**config.mk**
```make
export PLATFORM = sky130hd
export DESIGN_NAME = decode_stage_hs
export DESIGN_NICKNAME = d
export VERILOG_FILES = /design/src/rtl/decode_pkg.sv /design/src/rtl/decode_stage_hs_fields.sv /design/src/rtl/decode_stage_hs.sv
export SDC_FILE = /design/constraint.sdc
export NUM_CORES = 1
export LEC_CHECK = 0
export CORE_UTILIZATION = 50
export CTS_CLUSTER_DIAMETER = 200
export DETAILED_ROUTE_END_ITERATION = 10
export DONT_BUFFER_PORTS = 1
export GPL_ROUTABILITY_DRIVEN = 0
export HOLD_SLACK_MARGIN = 0.1
export SLEW_MARGIN = 20
export SYNTH_ARGS = -nofsm -noshare
export SYNTH_HDL_FRONTEND = slang
export SYNTH_SLANG_ARGS = --single-unit
```
**constraint.sdc**
```tcl
create_clock -name clk -period 21 [get_ports clk]
set_clock_uncertainty 0.2 [all_clocks]
set_input_delay 3.15 -clock clk [delete_from_list [all_inputs] [get_ports clk]]
set_output_delay 3.15 -clock clk [all_outputs]
set_load 0.005 [all_outputs]
```
**src/rtl/decode_pkg.sv**
```systemverilog
// Shared decode definitions: ISA field positions, op encoding and the decoded-field record.
package decode_pkg;

  localparam int unsigned INSTR_W  = 32;
  localparam int unsigned FIELD_W  = 5;
  localparam int unsigned FUNC_HI  = 31;
  localparam int unsigned FUNC_LO  = 27;
  localparam int unsigned RS_HI    = 26;
  localparam int unsigned RS_LO    = 22;
  localparam int unsigned RD_HI    = 21;
  localparam int unsigned RD_LO    = 17;
  localparam int unsigned RT_HI    = 16;
  localparam int unsigned RT_LO    = 12;
  localparam int unsigned SA_HI    = 11;
  localparam int unsigned SA_LO    = 7;
  localparam int unsigned IMM_HI   = 16;
  localparam int unsigned IMM_LO   = 3;
  localparam int unsigned IMM_W    = IMM_HI - IMM_LO + 1;
  localparam int unsigned JIMM_HI  = 25;
  localparam int unsigned JIMM_LO  = 3;
  localparam int unsigned JIMM_W   = JIMM_HI - JIMM_LO + 1;
  localparam int unsigned OP_HI    = 2;
  localparam int unsigned OP_LO    = 1;
  localparam int unsigned STOP_BIT = 0;

  typedef enum logic [1:0] {
    OP_R = 2'b00,
    OP_J = 2'b01,
    OP_I = 2'b10,
    OP_S = 2'b11
  } op_e;

  typedef struct packed {
    op_e                op;
    logic [FIELD_W-1:0] func;
    logic [FIELD_W-1:0] rs;
    logic [FIELD_W-1:0] rd;
    logic [FIELD_W-1:0] rt;
    logic [FIELD_W-1:0] sa;
    logic               stop;
  } dec_fields_t;

endpackage

```
**src/rtl/decode_stage_hs_fields.sv**
```systemverilog
// Combinational field split, immediate extension and branch/jump target generation.
module decode_fields
  import decode_pkg::*;
#(
  parameter int unsigned XLEN        = 32,
  parameter int unsigned IMM_SIGNED  = 1,
  parameter int unsigned TARGET_MODE = 1
) (
  input  logic [INSTR_W-1:0] instr,
  input  logic [XLEN-1:0]    pc,
  output dec_fields_t        fields,
  output logic [XLEN-1:0]    imm,
  output logic [XLEN-1:0]    pcb,
  output logic [XLEN-1:0]    pcj
);

  logic [IMM_W-1:0]  imm_raw;
  logic [JIMM_W-1:0] jimm_raw;
  logic [XLEN-1:0]   jimm;

  assign fields.op   = op_e'(instr[OP_HI:OP_LO]);
  assign fields.func = instr[FUNC_HI:FUNC_LO];
  assign fields.rs   = instr[RS_HI:RS_LO];
  assign fields.rd   = instr[RD_HI:RD_LO];
  assign fields.rt   = instr[RT_HI:RT_LO];
  assign fields.sa   = instr[SA_HI:SA_LO];
  assign fields.stop = instr[STOP_BIT];

  assign imm_raw  = instr[IMM_HI:IMM_LO];
  assign jimm_raw = instr[JIMM_HI:JIMM_LO];

  // Fill bits are either the immediate's top bit or zero.
  assign imm  = (IMM_SIGNED != 0) ? {{(XLEN-IMM_W){imm_raw[IMM_W-1]}}, imm_raw}
                                  : {{(XLEN-IMM_W){1'b0}}, imm_raw};
  assign jimm = (IMM_SIGNED != 0) ? {{(XLEN-JIMM_W){jimm_raw[JIMM_W-1]}}, jimm_raw}
                                  : {{(XLEN-JIMM_W){1'b0}}, jimm_raw};

  // PC-relative targets wrap silently modulo 2^XLEN.
  assign pcb = (TARGET_MODE != 0) ? XLEN'(pc + imm)  : imm;
  assign pcj = (TARGET_MODE != 0) ? XLEN'(pc + jimm) : jimm;

endmodule

```
**src/rtl/decode_stage_hs.sv**
```systemverilog
// Valid/ready decode stage: decoded entries held in a main register plus one skid entry.
module decode_stage_hs
  import decode_pkg::*;
#(
  parameter int unsigned XLEN        = 32,
  parameter int unsigned IMM_SIGNED  = 1,
  parameter int unsigned TARGET_MODE = 1
) (
  input  logic               clk,
  input  logic               rst,
  input  logic               in_valid,
  output logic               in_ready,
  input  logic [INSTR_W-1:0] in_instr,
  input  logic [XLEN-1:0]    in_pc,
  input  logic               flush,
  input  logic               resume,
  output logic               out_valid,
  input  logic               out_ready,
  output logic [1:0]         out_op,
  output logic [4:0]         out_func,
  output logic [4:0]         out_rs,
  output logic [4:0]         out_rd,
  output logic [4:0]         out_rt,
  output logic [4:0]         out_sa,
  output logic               out_stop,
  output logic [XLEN-1:0]    out_imm,
  output logic [XLEN-1:0]    out_pc,
  output logic [XLEN-1:0]    out_pcb,
  output logic [XLEN-1:0]    out_pcj,
  output logic               halted
);

  typedef struct packed {
    dec_fields_t     f;
    logic [XLEN-1:0] imm;
    logic [XLEN-1:0] pc;
    logic [XLEN-1:0] pcb;
    logic [XLEN-1:0] pcj;
  } entry_t;

  entry_t new_entry, main_q, main_d, skid_q, skid_d;
  logic   main_v_q, main_v_d, skid_v_q, skid_v_d;
  logic   halted_q, halted_d, rdy_q, rdy_d;
  logic   accept, emit;

  decode_fields #(
    .XLEN        (XLEN),
    .IMM_SIGNED  (IMM_SIGNED),
    .TARGET_MODE (TARGET_MODE)
  ) u_fields (
    .instr  (in_instr),
    .pc     (in_pc),
    .fields (new_entry.f),
    .imm    (new_entry.imm),
    .pcb    (new_entry.pcb),
    .pcj    (new_entry.pcj)
  );
  assign new_entry.pc = in_pc;

  // Next-state for main/skid occupancy, halt latch and registered ready.
  always_comb begin
    main_d   = main_q;
    skid_d   = skid_q;
    main_v_d = main_v_q;
    skid_v_d = skid_v_q;
    halted_d = halted_q;
    accept   = in_valid && rdy_q;
    emit     = main_v_q && out_ready;
    if (flush) begin
      main_v_d = 1'b0;
      skid_v_d = 1'b0;
      halted_d = 1'b0;
    end else begin
      if (emit) begin
        if (skid_v_q) begin
          main_d   = skid_q;
          skid_v_d = 1'b0;
        end else if (accept) begin
          main_d = new_entry;
        end else begin
          main_v_d = 1'b0;
        end
      end else if (accept) begin
        if (main_v_q) begin
          skid_d   = new_entry;
          skid_v_d = 1'b1;
        end else begin
          main_d   = new_entry;
          main_v_d = 1'b1;
        end
      end
      // A newly accepted stop wins over a concurrent resume.
      if (accept && new_entry.f.stop) begin
        halted_d = 1'b1;
      end else if (resume) begin
        halted_d = 1'b0;
      end
    end
    rdy_d = !skid_v_d && !halted_d;
  end

  always_ff @(posedge clk or posedge rst) begin
    if (rst) begin
      main_q   <= '0;
      skid_q   <= '0;
      main_v_q <= 1'b0;
      skid_v_q <= 1'b0;
      halted_q <= 1'b0;
      rdy_q    <= 1'b1;
    end else begin
      main_q   <= main_d;
      skid_q   <= skid_d;
      main_v_q <= main_v_d;
      skid_v_q <= skid_v_d;
      halted_q <= halted_d;
      rdy_q    <= rdy_d;
    end
  end

  assign in_ready  = rdy_q;
  assign halted    = halted_q;
  assign out_valid = main_v_q;
  assign out_op    = main_q.f.op;
  assign out_func  = main_q.f.func;
  assign out_rs    = main_q.f.rs;
  assign out_rd    = main_q.f.rd;
  assign out_rt    = main_q.f.rt;
  assign out_sa    = main_q.f.sa;
  assign out_stop  = main_q.f.stop;
  assign out_imm   = main_q.imm;
  assign out_pc    = main_q.pc;
  assign out_pcb   = main_q.pcb;
  assign out_pcj   = main_q.pcj;

endmodule

```
==> metrics <==
outcome=complete, no violations; placed instance area=0.0122 sq mm; Bufs and invs on worst path=0; PD cells=107 mW/mm^2; fin crit share=0.273; Area growth syn-to-layout=6.88%; top-area cell type share of the netlist area=0.470; first-pass GRT wire length=51400 um; Synth cell types=54; Pins Over Slew Limit=0; Least-Margin Pin Slew=0.994 ns; maximum clock path buffer count=3; H-tree depth=1; sequential element share of the synthesized area=0.472; final setup fails=0; Die Wd=159 um; Top delay family on crit path=compound AO/OA/AOI/OAI gates; Detailed Route Iter0 Violations=800; Levels on crit path=11; RSZ-0062 raised after global routing=false; Static Leakage=0.00618 uW; slew margin rel.=0.338; final period demand of the worst path=5.74 ns; post-synth top area cell=dfrtp_1; share of post-route cells with drive strength above 1=0.0521; fin area=0.0132 sq mm; crit path from=in_instr[3]; Final nets=1499; die area=0.0253 sq mm; ANT cells=0; largest net degree at the start of global routing=101; reg-to-reg setup timing slack=18.08 ns; cell count of the worst reg-to-reg path=7; Skew-Pair Late Insertion Delay=0.53 ns; required time worst endpoint=21.17 ns; Hold Crit Depth=2; Post-CTS Setup Inserts=0; fmax=174 MHz; Top FF cell, synth=dfrtp_1; initial antenna violation count=0; Setup crit start kind=primary input; Worst Path Max Fanout=4; synthesized instance count=1470; flops & latches, synth=232; post-CTS sizing=0; CTS tree=done; R2R Path Start=in_ready; PortBufs=0; GR Overflow Total=0; crit-path cells=ha_1 > fa_1 > a211o_1 > a21oi_1 > a211oi_2 > o21ai_1 > o211a_1 > o21ai_0 > a221o_1 > xnor2_1 > o21ai_0; crit-path max cell delay=0.44 ns; Die H=159 um; placed wire-length estimate=21600 um; asr flop ratio synth=1.00; Core Region=0.0242 sq mm; Num CTS Buffers=26; critical setup path kind=primary input to register; Post-synth EDFFs=0; reg2reg end=out_pcb[12]; Worst Setup EP=skid_q[28]; largest cells by area after synthesis=dfrtp_1, nand2_1, ha_1; Synth Area per Inst=8.37 sq um; num ports=229; Max Cap Viol=0; Worst Hold Launch=skid_q[30]; ANT nets after route=0; # rows=57; mean routed wirelength per cell=18.8 um; most numerous cell in the Yosys netlist=nand2_1; initial core utilization=0.508; critical-path cell with the highest stage delay=fa_1; GRT Total Usage=0.254; Tot Pwr=1410 uW; Yosys Warn Count=0; hold-fix buffers at CTS=0; Synth top cells by count=nand2_1, dfrtp_1, nor2_1; Hold Fails Final Rpt=0; crit end category=register; routed via count=9653; mapped cell area=0.0123 sq mm; Hold Path Class=register to register; DRT Wirelength=32400 um; Clock Sinks=232; WP data arrival=5.91 ns; VDD IR-drop max=0.0000607 V; syn_nets=1589; 1st-pass router iterations=5; final core utilization=0.543; vias per cell=5.60; Post-route DRC=0; clock root buffer=clkbuf_16; number of global-route vias before repair=9128; final sum of negative setup slack=0 ns; CTS clk-pin slew, worst paths=0.06 ns; most used cell, CP=o21ai_0
where the power goes:
part | internal [uW] | leakage, uW | switching [uW]
Sequential | 571 | 0.00278 | 97.1
Clock | 314 | 0.000469 | 190
Combinational | 99.3 | 0.00293 | 140
Total | 984 | 0.00618 | 427
kinds of logic after synthesis:
kind of cell | synth area share
compound gates | 0.157
xor+xnor | 0.0342
fa+ha+maj | 0.0504
buf+inv | 0.0556
flops | 0.472
mux | 0.00488
simple gates | 0.226
routing by layer:
metal,track usage,part of all wire
met5,0,0
met4,0.0717,0.024
met3,0.0598,0.071
met2,0.431,0.48
met1,0.325,0.42
flip-flops by register name, indices dropped and copies added, names as in the netlist, 2 cells and up:
register  count
out_func      5
out_imm       6
out_op        2
out_pc       32
out_pcb      32
out_pcj      18
out_rd        5
out_rs        5
out_rt        4
out_sa        4
skid_q      114
through the flow:
| stage | cells | hold slack, ns | setup slack, ns |
|---|---|---|---|
| finish | 1724 | 0.269 | 15.26 |
| CTS | 1724 | 0.276 | 15.22 |
| global placement | 1676 | 0.255 | 14.72 |
| global route | 1724 | 0.281 | 15.04 |
| detailed placement | 1676 | 0.262 | 14.66 |
| floorplan | 1470 | 0.238 | 11.29 |
layout by cell type (no fill, tap or decap), types with 6 or more instances in the layout:
cell       Yosys  layout
nand3_1       23      22
nand2b_1       6       6
a31oi_1       87      87
xnor2_1       31      31
nand2_1      482     482
o21ai_0       68      68
a21o_1        23      23
o21a_1        12      12
xor2_1        17      17
and3_1        16      15
clkbuf_16      0      27
mux2i_1        6       6
nor3_1        12      11
dfrtp_1      231     230
inv_1         12      11
a21oi_1       70      70
nand4_1       14      14
buf_4         42      10
nor2_1       111     111
o21ai_1        6       6
ha_1          48      48
o21bai_1       6       6
worst min-delay path by stage:
stage,to
global route,skid_q[151]
floorplan,skid_q[51]
global placement,skid_q[26]
finish,skid_q[30]
CTS,skid_q[30]
detailed placement,skid_q[69]
area by class of cell:
type / count / area [sq um]
clock inverters: 13 / 201
fillers: 2277 / 11100
inverters: 12 / 52.6
multi-input cells: 1098 / 5860
well taps: 324 / 405
flip-flops and latches: 232 / 5810
repair buffers: 10 / 75.1
clock buffers: 35 / 756
worst reg2reg max path, cell delays in order, from the launching register on:
cell      delay [ns]
dfstp_2         0.56
nand2_1         0.16
a211oi_4        0.25
buf_4           0.37
buf_4           0.83
and3_1          0.32
mux2i_1         0.08
nand3_1         0.09
Power figures use the tool's default switching activity.
